<file path="src/rtl/seg7_scan_driver.sv">
// seg7_scan_driver
// Time-multiplexed N-digit 7-segment driver. A packed nibble vector and
// per-digit decimal points are double-buffered, decoded (decimal or hex)
// and scanned onto one shared segment bus plus N digit enables. It also
// provides leading-zero blanking, an anti-ghost guard window at the start
// of every digit slot, and independent output polarities for segments
// and anodes.
module seg7_scan_driver #(
  parameter int NUM_DIGITS  = 4,
  parameter int REFRESH_DIV = 50000,
  parameter int GUARD       = 2,
  parameter int HEX_EN      = 1,
  parameter int LZ_BLANK    = 1,
  parameter int SEG_ACT_LOW = 0,
  parameter int AN_ACT_LOW  = 1
) (
  input  logic                                                  clk,
  input  logic                                                  rst,
  input  logic                                                  load,
  input  logic [4*NUM_DIGITS-1:0]                               value,
  input  logic [NUM_DIGITS-1:0]                                 dp_in,
  input  logic                                                  blank_in,
  output logic [7:0]                                            seg,
  output logic [NUM_DIGITS-1:0]                                 an,
  output logic [((NUM_DIGITS > 1) ? $clog2(NUM_DIGITS) : 1)-1:0] digit_idx,
  output logic                                                  frame_done
);

  localparam int DIGW = (NUM_DIGITS > 1) ? $clog2(NUM_DIGITS) : 1;
  localparam int PW   = (REFRESH_DIV > 1) ? $clog2(REFRESH_DIV) : 1;

  localparam logic [DIGW-1:0]       DIG_LAST   = DIGW'(NUM_DIGITS - 1);
  localparam logic [PW-1:0]         PRESC_LAST = PW'(REFRESH_DIV - 1);
  localparam logic [31:0]           GUARD_U    = 32'(GUARD);
  localparam logic [7:0]            SEG_OFF    = (SEG_ACT_LOW != 0) ? 8'hFF : 8'h00;
  localparam logic [NUM_DIGITS-1:0] AN_OFF     = (AN_ACT_LOW != 0) ? {NUM_DIGITS{1'b1}}
                                                                   : {NUM_DIGITS{1'b0}};

  // Scan timing state
  logic [PW-1:0]           presc_q, presc_d;
  logic [DIGW-1:0]         digit_q, digit_d;
  logic                    frame_done_q, frame_done_d;

  // Double buffer: pending is written by load, display only on frame wrap
  logic [4*NUM_DIGITS-1:0] pend_val_q, pend_val_d;
  logic [NUM_DIGITS-1:0]   pend_dp_q, pend_dp_d;
  logic                    pend_flag_q, pend_flag_d;
  logic [4*NUM_DIGITS-1:0] disp_val_q, disp_val_d;
  logic [NUM_DIGITS-1:0]   disp_dp_q, disp_dp_d;

  // Registered pin drivers
  logic [7:0]              seg_q, seg_d;
  logic [NUM_DIGITS-1:0]   an_q, an_d;

  // Decode helpers
  logic                    tc;
  logic                    wrap;
  logic [NUM_DIGITS-1:0]   digit_sel;
  logic [NUM_DIGITS-1:0]   digit_zero;
  logic [NUM_DIGITS-1:0]   lz_mask;
  logic [3:0]              cur_nib;
  logic                    cur_dp;
  logic                    cur_blank;
  logic                    in_guard;
  logic [7:0]              seg_pat;
  logic [NUM_DIGITS-1:0]   an_active;

  // Active-high segment pattern {a,b,c,d,e,f,g,dp} for one nibble, dp clear
  function automatic logic [7:0] decode_nib(input logic [3:0] nib);
    logic [7:0] pat;
    case (nib)
      4'h0:    pat = 8'hFC;
      4'h1:    pat = 8'h60;
      4'h2:    pat = 8'hDA;
      4'h3:    pat = 8'hF2;
      4'h4:    pat = 8'h66;
      4'h5:    pat = 8'hB6;
      4'h6:    pat = 8'hBE;
      4'h7:    pat = 8'hE0;
      4'h8:    pat = 8'hFE;
      4'h9:    pat = 8'hF6;
      4'hA:    pat = 8'hEE;
      4'hB:    pat = 8'h3E;
      4'hC:    pat = 8'h9C;
      4'hD:    pat = 8'h7A;
      4'hE:    pat = 8'h9E;
      default: pat = 8'h8E;
    endcase
    // Without hex support anything above 9 is shown as a single dash
    if ((HEX_EN == 0) && (nib > 4'h9)) begin
      pat = 8'h02;
    end
    return pat;
  endfunction

  // Per-digit one-hot select of the scanned digit and "this digit is an
  // empty zero" flag (zero nibble with its decimal point off)
  generate
    for (genvar gi = 0; gi < NUM_DIGITS; gi++) begin : g_digit
      assign digit_sel[gi]  = (digit_q == DIGW'(gi));
      assign digit_zero[gi] = (disp_val_q[4*gi +: 4] == 4'h0) && !disp_dp_q[gi];
    end
  endgenerate

  // Leading-zero mask: a digit is blanked when it and every digit above it
  // are empty zeros; the rightmost digit always stays visible
  always_comb begin
    logic run;
    run     = 1'b1;
    lz_mask = '0;
    for (int k = NUM_DIGITS - 1; k >= 0; k--) begin
      run        = run & digit_zero[k];
      lz_mask[k] = run;
    end
    lz_mask[0] = 1'b0;
    if (LZ_BLANK == 0) begin
      lz_mask = '0;
    end
  end

  // Pick the nibble, dp and blanking state of the digit being scanned
  always_comb begin
    cur_nib = 4'h0;
    cur_dp  = 1'b0;
    for (int k = 0; k < NUM_DIGITS; k++) begin
      if (digit_sel[k]) begin
        cur_nib = disp_val_q[4*k +: 4];
        cur_dp  = disp_dp_q[k];
      end
    end
    cur_blank = |(digit_sel & lz_mask);
  end

  // Prescaler, digit index and double-buffer next state
  always_comb begin
    presc_d      = presc_q;
    digit_d      = digit_q;
    pend_val_d   = pend_val_q;
    pend_dp_d    = pend_dp_q;
    pend_flag_d  = pend_flag_q;
    disp_val_d   = disp_val_q;
    disp_dp_d    = disp_dp_q;

    tc           = (presc_q == PRESC_LAST);
    wrap         = tc && (digit_q == DIG_LAST);
    frame_done_d = wrap;

    if (tc) begin
      presc_d = '0;
      digit_d = (digit_q == DIG_LAST) ? '0 : digit_q + 1'b1;
    end else begin
      presc_d = presc_q + 1'b1;
    end

    if (wrap) begin
      // A load coinciding with the wrap bypasses pending so it is not lost
      // for a whole frame; otherwise publish whatever is pending
      if (load) begin
        disp_val_d = value;
        disp_dp_d  = dp_in;
      end else if (pend_flag_q) begin
        disp_val_d = pend_val_q;
        disp_dp_d  = pend_dp_q;
      end
      pend_flag_d = 1'b0;
    end else if (load) begin
      pend_val_d  = value;
      pend_dp_d   = dp_in;
      pend_flag_d = 1'b1;
    end
  end

  // Output pattern and anode enables for the current scan state
  always_comb begin
    in_guard  = (32'(presc_q) < GUARD_U);
    seg_pat   = cur_blank ? 8'h00 : (decode_nib(cur_nib) | {7'b0, cur_dp});
    an_active = (in_guard || blank_in) ? '0 : digit_sel;
    seg_d     = (SEG_ACT_LOW != 0) ? ~seg_pat : seg_pat;
    an_d      = (AN_ACT_LOW != 0) ? ~an_active : an_active;
  end

  // State and output registers, asynchronously cleared
  always_ff @(posedge clk or posedge rst) begin
    if (rst) begin
      presc_q      <= '0;
      digit_q      <= '0;
      frame_done_q <= 1'b0;
      pend_val_q   <= '0;
      pend_dp_q    <= '0;
      pend_flag_q  <= 1'b0;
      disp_val_q   <= '0;
      disp_dp_q    <= '0;
      seg_q        <= SEG_OFF;
      an_q         <= AN_OFF;
    end else begin
      presc_q      <= presc_d;
      digit_q      <= digit_d;
      frame_done_q <= frame_done_d;
      pend_val_q   <= pend_val_d;
      pend_dp_q    <= pend_dp_d;
      pend_flag_q  <= pend_flag_d;
      disp_val_q   <= disp_val_d;
      disp_dp_q    <= disp_dp_d;
      seg_q        <= seg_d;
      an_q         <= an_d;
    end
  end

  assign seg        = seg_q;
  assign an         = an_q;
  assign digit_idx  = digit_q;
  assign frame_done = frame_done_q;

endmodule

</file>
<file path="config.mk">
export PLATFORM = sky130hd
export DESIGN_NAME = seg7_scan_driver
export DESIGN_NICKNAME = d
export VERILOG_FILES = /design/src/rtl/seg7_scan_driver.sv
export SDC_FILE = /design/constraint.sdc
export NUM_CORES = 1
export LEC_CHECK = 0
export ABC_AREA = 1
export CAP_MARGIN = 5
export CORE_MARGIN = 2
export CORE_UTILIZATION = 61
export DETAILED_ROUTE_END_ITERATION = 6
export GPL_TIMING_DRIVEN = 0
export HOLD_SLACK_MARGIN = 0.05
export PLACE_DENSITY_LB_ADDON = 0.15
export SLEW_MARGIN = 20
export SYNTH_ARGS = -nofsm -noshare
export SYNTH_HDL_FRONTEND = slang
export SYNTH_SLANG_ARGS = --single-unit
</file>
<file path="constraint.sdc">
create_clock -name clk -period 6.1 [get_ports clk]
set_input_delay 0.915 -clock clk [delete_from_list [all_inputs] [get_ports clk]]
set_output_delay 0.915 -clock clk [all_outputs]
set_load 0.02 [all_outputs]
</file>
==> flow_summary.json, run 1 <==
{
  "status": "completed",
  "cts_buffer_depth": 2,
  "dpl.hpwl_mm": 5.69,
  "ys.flop_type": "dfrtp_1",
  "required_ns": 6.37,
  "drive_above_1_share_pct": 11.9,
  "worstSetupStartpointType": "flop",
  "path_cells": "inv_1 > ha_1 > clkbuf_1 > a21oi_1 > nand2_1 > a21oi_1 > inv_1 > ha_1 > nand3b_1 > nand3_1 > nand2_1 > nor2_1",
  "finalSetupTns_ns": 0,
  "hold_ws_ns": 0.473,
  "p_clk_share_pct": 41.0,
  "max_freq_mhz": 391,
  "wl_met1_mm": 3.66,
  "wl_per_cell_um": 14.2,
  "comb_power_share_pct": 10.0,
  "yosysWarnings": 0,
  "ant_nets": 0,
  "synth_edf_count": 0,
  "setup_viol_count_final": 0,
  "cts_setup_buffers": 0,
  "rrSetupSlack_ns": 3.54,
  "pre_cts_ws_ns": 3.64,
  "via_per_inst": 5.41,
  "crit_family": "compound AO/OA/AOI/OAI gates",
  "power.leakage_nw": 2.23,
  "port_buffers": 37,
  "die_h_um": 82.6,
  "grtUsageTotal_pct": 27.4,
  "synthDistinctLibCells": 35,
  "synth_fp_nets": 485,
  "internal_power_w": 0.000799,
  "slew_viol_final": 0,
  "final_common_cell": "nand2_1",
  "power.switching_w": 0.000245,
  "period_share_pct": 41.9,
  "cp.arrival_ns": 2.83,
  "wl_met3_um": 362,
  "clk_pin_slew_ns": 0.08,
  "worst_pin_slew_ns": 0.741,
  "dr_total_vias": 3126,
  "finClkSkew_ns": 0.0119,
  "crit_slowest_cell": "dfrtp_1",
  "rsz0062_at_grt": "no",
  "fin_nets": 534,
  "cp_num_buf_inv": 3,
  "clk_latency_ns": 0.35,
  "firstDrtPassIters": 5,
  "worstSetupEndpointType": "flop",
  "start_util_pct": 63.3,
  "worst_slack_ns": 3.54,
  "rows": 28,
  "syn-cell-area_mm2": 0.00377,
  "min_period_ns": 2.56,
  "core-area_mm2": 0.00596,
  "grt_pass1_wl_mm": 14.2,
  "antenna_cells": 0,
  "critical_path_class": "reg -> reg",
  "antenna_found_initial": 0,
  "cts_resized": 0,
  "ys_seq_area_share_pct": 47.9,
  "place_congestion": 0.924,
  "dieArea_mm2": 0.00683,
  "synthArstFlopShare_pct": 100,
  "grt_max_degree": 44,
  "cts_tree": "yes",
  "max_slew_margin_pct": 50.4,
  "grt_pass1_vias": 3149,
  "pwr_density_cell_mw_per_mm2": 233,
  "drc_errors": 0,
  "peakVddDrop_mv": 0.157,
  "ios": 39,
  "p_seq_share_pct": 49.0,
  "hold_viol": 0,
  "cts_sinks": 72,
  "ctsHtreeMaxLevel": 3,
  "ctsHoldBuffers": 0,
  "wl_met2_mm": 4.09,
  "first_iter_violations": 211,
  "grt_remaining_overflow": 0,
  "netSwitchingFraction_pct": 23.4,
  "cts_buffers": 9,
  "layout_common_cells": "127 x nand2_1, 68 x dfrtp_1, 51 x inv_1",
  "cts_root_buf": "clkbuf_8",
  "cpPeakStageDelay_ns": 0.42,
  "syn_avg_cell_area_um2": 8.38,
  "cp_max_fo": 8,
  "areaGrowthSynthToFinish_pct": 18.8,
  "syn_inst": 450,
  "drv_cap": 0,
  "yosys_register_bits": 72,
  "holdCritPathClass": "reg -> reg",
  "top_layer_used": "met4",
  "wl_mm": 8.23,
  "die-width_um": 82.6
}
logic make-up after synthesis:
kind of cell    after synthesis  synth area share (%)
flops                        72                  47.9
mux                          15                  4.48
simple gates                218                  25.2
fa+ha+maj                    11                  3.65
xor+xnor                      6                  1.39
buf+inv                      69                  8.20
compound gates               59                  9.13
worst reg2reg max path, cell delays in order, from the launching register on:
cell and delay (ns):
dfrtp_1 0.42, inv_1 0.11, ha_1 0.20, clkbuf_1 0.20, a21oi_1 0.16, nand2_1 0.08
a21oi_1 0.41, inv_1 0.18, ha_1 0.30, nand3b_1 0.18, nand3_1 0.10, nand2_1 0.05
nor2_1 0.11
path summary, 6_finish.rpt:
check / depth (start not counted) / end / from
min in group asynchronous: 2 / pend_val_q[6] / rst
hold reg to reg: 2 / pend_val_q[0] / pend_val_q[0]
hold / removal: 2 / pend_val_q[0] / pend_val_q[0]
setup / recovery: 12 / seg[4] / digit_idx[0]
max in group asynchronous: 3 / an[3] / rst
setup reg to reg: 12 / seg[4] / digit_idx[0]
cells in the mapped netlist (4+ instances only):
| cell | number | share of area (%) |
|---|---|---|
| a21oi_1 | 20 | 2.7 |
| buf_6 | 5 | 1.5 |
| dfrtp_1 | 68 | 45 |
| dfstp_2 | 4 | 2.8 |
| ha_1 | 11 | 3.7 |
| inv_1 | 52 | 5.2 |
| mux2_2 | 15 | 4.5 |
| nand2_1 | 127 | 13 |
| nand3_1 | 39 | 5.2 |
| nand4_1 | 4 | 0.66 |
| nor2_1 | 29 | 2.9 |
| nor3_1 | 8 | 1.1 |
| o21ai_0 | 22 | 2.9 |
| o21ai_2 | 10 | 2.3 |
| xor2_1 | 5 | 1.2 |
flip-flops by register name, summed over array words and instances, names as in the netlist:
signal / flops
an: 4
digit_idx: 2
disp_dp_q: 4
disp_val_q: 16
frame_done: 1
pend_dp_q: 4
pend_flag_q: 1
pend_val_q: 16
presc_q: 16
seg: 8
metal layers:
metal / vias up / GRT usage, %
met5: - / 0
met4: 0 / 9.51
met3: 13 / 5.87
met2: 85 / 46.8
met1: 1487 / 34.5
li1: 1541 / -
area by class of cell:
cell class	count	area, µm²
Clock inverter	3	65.1
Buffer	16	110
Tap cell	75	93.8
Sequential cell	72	1810
Timing Repair Buffer	38	390
Inverter	53	201
Fill cell	448	1480
Clock buffer	12	155
Multi-Input combinational cell	309	1650
stage by stage:
step | util, % | total power [W] | instances | area, µm²
after floorplan | - | 0.000582 | 450 | 3770
after global placement | 71.1 | 0.000618 | 562 | 4230
after detailed placement | 71.5 | 0.000623 | 563 | 4260
after CTS | 75.2 | 0.00104 | 578 | 4480
after global routing | 75.2 | 0.00108 | 578 | 4480
final | 75.2 | 0.00104 | 578 | 4480
power by group through the flow:
| stage | Sequential, W | Combinational [W] | Clock, W |
|---|---|---|---|
| after floorplan | 0.000523 | 0.0000591 | 0 |
| after global placement | 0.000519 | 0.0000993 | 0 |
| after detailed placement | 0.000520 | 0.000103 | 0 |
| after CTS | 0.000511 | 0.000105 | 0.000426 |
| after global routing | 0.000514 | 0.000117 | 0.000449 |
| final | 0.000511 | 0.000104 | 0.000428 |
(Power assumes the default switching activity.)
==> run 2, diff against run 1 <==
Settings changed: CORE_UTILIZATION 61 to 51.
Clock period 6.1 ns to 2 ns, I/O delays scaled along.
==> run 2 against run 1 <==
First-iteration DRC count down 24%. Sequential share of layout area down 2.4 points. Maximum frequency up 30%. Register-to-register slack worse by 3.5 ns. Core utilization down 9.1 points.
==> flow_summary.json, run 2 (same netlist as run 1, synthesis figures left out) <==
{
  "cts_root_buf": "clkbuf_8",
  "firstDrtPassIters": 4,
  "fin_nets": 542,
  "layout_common_cells": "122 x nand2_1, 66 x dfrtp_1, 46 x inv_1",
  "crit_slowest_cell": "dfrtp_2",
  "die-width_um": 90.0,
  "place_congestion": 0.901,
  "via_per_inst": 5.07,
  "cts_buffers": 9,
  "cts_sinks": 72,
  "peakVddDrop_mv": 0.384,
  "slew_viol_final": 0,
  "start_util_pct": 52.3,
  "port_buffers": 37,
  "ctsHtreeMaxLevel": 3,
  "ctsHoldBuffers": 0,
  "period_share_pct": 98.7,
  "finClkSkew_ns": 0.0117,
  "clk_pin_slew_ns": 0.08,
  "cp-startpoint": "digit_idx[0]",
  "pwr_density_cell_mw_per_mm2": 658,
  "cts_buffer_depth": 2,
  "antenna_cells": 0,
  "hold_viol": 0,
  "dpl.hpwl_mm": 5.69,
  "status": "completed",
  "cpPeakStageDelay_ns": 0.45,
  "grt_remaining_overflow": 0,
  "power.leakage_nw": 2.27,
  "cp_max_fo": 7,
  "min_period_ns": 1.97,
  "max_slew_margin_pct": 52.3,
  "fillCellCount": 603,
  "required_ns": 2.24,
  "reg2reg_depth": 12,
  "dr_total_vias": 3094,
  "dieArea_mm2": 0.00810,
  "areaGrowthSynthToFinish_pct": 26.4,
  "post-route-util_pct": 66.0,
  "ios": 39,
  "grt_pass1_wl_mm": 13.5,
  "wl_per_cell_um": 13.2,
  "rsz0062_at_grt": "yes",
  "rr_startpoint": "digit_idx[0]",
  "first_iter_violations": 160,
  "drive_above_1_share_pct": 19.4,
  "grtUsageTotal_pct": 20.6,
  "drc_errors": 0,
  "final_common_cell": "nand2_1",
  "wl_mm": 8.05,
  "top_regs": "disp_val_q: 16 flops, pend_val_q: 16 flops, presc_q: 16 flops",
  "die_h_um": 90.0,
  "worstSetupStartpointType": "flop",
  "drv_cap": 0,
  "path_cells": "buf_6 > ha_4 > a21oi_4 > nand2_2 > a21oi_4 > buf_4 > ha_4 > inv_1 > nand3_1 > nand3_1 > nand2_1 > nor2_1",
  "grt_pass1_vias": 2875,
  "critical_path_class": "reg -> reg",
  "max_freq_mhz": 506,
  "clk_latency_ns": 0.35,
  "holdCritPathClass": "in -> async",
  "setup_viol_count_final": 0,
  "multi_input_area_mm2": 0.00182,
  "worstSetupEndpointType": "flop",
  "core-area_mm2": 0.00721,
  "p_total_w": 0.00313,
  "ant_nets": 0,
  "cp.arrival_ns": 2.21,
  "worst_pin_slew_ns": 0.713,
  "antenna_found_initial": 0,
  "cts_tree": "yes",
  "grt_max_degree": 32,
  "rows": 31,
  "seq_area_mm2": 0.00181
}
## run 2: cell types whose count changed in the layout (fill, tap and decap cells not counted), moves of 3 or more
cell        before  now
inv_1           51   46
nand3_1         39   36
nand2_1        127  122
a21oi_1         20   14
a21oi_4          0    3
nand2_2          1    5
clkinvlp_4       0    3
ha_1            11    4
ha_4             0    6
a21oi_2          0    3
buf_4            2    9
## run 2: metal layers
layer  GRT usage [%]  routed length (µm)  vias up
li1                -                   -     1559
met1            28.0                3660     1449
met2            32.6                3960       77
met3            3.44                 348        9
met4            9.49                  90        0
met5               0                   0        -
## run 2: final timing paths
path                                        to  slack [ns]
worst max-delay path                    seg[7]        0.03
worst min-delay path              pend_dp_q[1]        0.26
worst max register to register          seg[7]        0.03
worst min register to register   pend_val_q[0]        0.47
max in group asynchronous       disp_val_q[10]        1.06
min in group clk                  pend_dp_q[3]        0.38
## run 2: where the power goes
| group | internal (W) | switching [W] |
|---|---|---|
| sequential | 0.00153 | 0.0000334 |
| clock | 0.000690 | 0.000544 |
| combinational | 0.000162 | 0.000178 |
| total | 0.00238 | 0.000755 |
## run 2: cell type report
cell class | instances | share of cell area, %
Multi-Input combinational cell | 309 | 38.3
Sequential cell | 72 | 38.0
Timing Repair Buffer | 47 | 9.96
Inverter | 53 | 4.41
Clock buffer | 9 | 2.60
Tap cell | 99 | 2.60
Buffer | 15 | 2.36
Clock inverter | 6 | 1.79
## run 2: timing repair
action | CTS | global route
endpoints found under the hold margin | 0 | 0
buffers inserted | 2 | 6
endpoints found under the setup margin | 6 | 7
pin swaps | 1 | 15
gates resized for setup | 11 | 27
## run 2: worst max-delay path: cells and delay by family (launching register included)
kind / cells / cell delay [ns]
AND/OR/NAND/NOR: 5 / 0.40
adder cells (fa/ha/maj): 2 / 0.33
AO/OA/AOI/OAI: 2 / 0.34
flip-flops: 1 / 0.45
buffers and inverters: 3 / 0.35
## run 2: stage by stage
step / hold WS, ns / setup slack (ns) / cells / setup TNS, ns / area (µm²)
after floorplan: 0.431 / -0.0135 / 450 / -0.0135 / 3810
after global placement: 0.449 / -0.174 / 586 / -0.582 / 4310
after detailed placement: 0.458 / -0.230 / 588 / -0.750 / 4350
after CTS: 0.257 / 0.00210 / 605 / 0 / 4620
after global routing: 0.299 / -0.0603 / 610 / -0.166 / 4760
final: 0.259 / 0.0253 / 610 / 0 / 4760
==> run 3, diff against run 2 <==
Settings changed: CORE_MARGIN 2 to unset, CORE_UTILIZATION 51 to 50.
==> run 3 against run 2 <==
Register-to-register slack better by 0.02 ns. Hold slack better by 0.016 ns. Total power down 5.1%. Core utilization down 0.37 points. Via count down 0.87%. Highest routed layer unchanged.
==> flow_summary.json, run 3 (same netlist as run 1, synthesis figures left out) <==
{
  "core-area_mm2": 0.00725,
  "cts_buffer_depth": 2,
  "stdcell_count": 617,
  "ctsHoldBuffers": 0,
  "cts_buffers": 9,
  "rr_startpoint": "digit_idx[0]",
  "max_slew_margin_pct": 51.0,
  "hold_viol": 0,
  "reg2reg_depth": 11,
  "grtUsageTotal_pct": 22.2,
  "dieArea_mm2": 0.00789,
  "drive_above_1_share_pct": 20.3,
  "die_h_um": 88.8,
  "slew_viol_final": 0,
  "worstSetupEndpointType": "flop",
  "required_ns": 2.24,
  "cp_num_buf_inv": 3,
  "post-route-util_pct": 65.7,
  "cp_max_fo": 6,
  "cts_root_buf": "clkbuf_8",
  "fin_nets": 548,
  "drc_errors": 0,
  "status": "completed",
  "first_iter_violations": 136,
  "power.leakage_nw": 2.31,
  "place_congestion": 0.885,
  "areaGrowthSynthToFinish_pct": 26.3,
  "rsz0062_at_grt": "yes",
  "grt_remaining_overflow": 0,
  "wl_per_cell_um": 12.8,
  "ant_nets": 0,
  "rr_endpoint": "seg[7]",
  "period_share_pct": 97.5,
  "path_cells": "buf_12 > ha_4 > a21oi_2 > nand2_2 > a21oi_4 > buf_4 > buf_4 > ha_1 > nand3_2 > a21oi_2 > nor2_1",
  "grt_pass1_wl_mm": 13.2,
  "cpPeakStageDelay_ns": 0.45,
  "rrSetupSlack_ns": 0.05,
  "die-width_um": 88.8,
  "max_freq_mhz": 513,
  "antenna_cells": 0,
  "finClkSkew_ns": 0.00414,
  "wl_mm": 7.88,
  "clk_pin_slew_ns": 0.07,
  "crit_slowest_cell": "dfrtp_2",
  "worst_pin_slew_ns": 0.732,
  "cts_sinks": 72,
  "critical_path_class": "reg -> reg",
  "antenna_found_initial": 0,
  "top_regs": "disp_val_q: 16 flops, pend_val_q: 16 flops, presc_q: 16 flops",
  "clk_latency_ns": 0.34,
  "dr_total_vias": 3067,
  "setup_viol_count_final": 0,
  "layout_common_cells": "122 x nand2_1, 66 x dfrtp_1, 46 x inv_1",
  "placed_cell_area_mm2": 0.00435,
  "worstSetupStartpointType": "flop",
  "via_per_inst": 4.97,
  "firstDrtPassIters": 4,
  "holdCritPathClass": "in -> async",
  "grt_max_degree": 33,
  "final_common_cell": "nand2_1",
  "grt_pass1_vias": 2819,
  "ios": 39,
  "min_period_ns": 1.95,
  "crit_family": "compound AO/OA/AOI/OAI gates",
  "cp.arrival_ns": 2.19,
  "peakVddDrop_mv": 0.384,
  "dpl.hpwl_mm": 5.70,
  "cts_tree": "yes",
  "drv_cap": 0,
  "rows": 31,
  "start_util_pct": 52.0,
  "fin_area_mm2": 0.00476,
  "pwr_density_cell_mw_per_mm2": 625,
  "place_inst": 588,
  "ctsHtreeMaxLevel": 3,
  "port_buffers": 37
}
-- run 3: how the worst max path moves through the flow --
stage / from / to / slack (ns) / cells after the start
3_3_place_gp: digit_idx[1] / seg[4] / -0.18 / 12
2_1_floorplan: digit_idx[1] / seg[4] / -0.01 / 12
6_report: digit_idx[0] / seg[7] / 0.05 / 11
3_5_place_dp: digit_idx[1] / seg[4] / -0.24 / 12
5_1_grt: digit_idx[0] / seg[4] / -0.06 / 11
4_1_cts: digit_idx[1] / seg[4] / 0.002 / 12
-- run 3: through the flow --
stage          hold WS, ns  setup slack, ns  setup TNS, ns  total power (W)
3_3_place_gp         0.449           -0.176         -0.637          0.00189
3_5_place_dp         0.457           -0.241         -0.834          0.00191
5_1_grt              0.303          -0.0554         -0.152          0.00311
6_report             0.276           0.0490              0          0.00298
2_1_floorplan        0.431          -0.0135        -0.0135          0.00178
4_1_cts              0.275          0.00231              0          0.00299
-- run 3: layout make-up --
class | count | area, µm²
multi-input combinational | 309 | 1790
clock buffer | 13 | 169
sequential | 72 | 1810
fill | 608 | 2490
inverter | 53 | 213
timing repair buffer | 54 | 537
clock inverter | 3 | 15.0
buffer | 14 | 101
tap | 99 | 124
-- run 3: report_power, final --
group	total, W	internal, W	switching, W
clock network	0.00108	0.000547	0.000535
logic	0.000336	0.000161	0.000175
registers	0.00156	0.00153	0.0000317
total	0.00298	0.00223	0.000742
-- run 3: per-layer routing --
layer	wire [µm]	global-route usage (%)	up-vias
li1	-	-	1567
met1	3760	29.2	1431
met2	3750	36.2	62
met3	267	4.94	7
met4	102	7.92	0
met5	0	0	-
-- run 3: repair_timing --
action	in CTS	in global routing
setup buffers	5	11
endpoints found under the setup margin	6	7
pin swaps	1	12
cloned	0	0
resized for setup	10	22
hold endpoints to repair	0	0
-- run 3: worst register-to-register path, stage by stage (launching register included) --
cell and delay, ns:
dfrtp_2 0.45, buf_12 0.14, ha_4 0.18, a21oi_2 0.15, nand2_2 0.08, a21oi_4 0.19
buf_4 0.14, buf_4 0.10, ha_1 0.14, nand3_2 0.10, a21oi_2 0.13, nor2_1 0.05
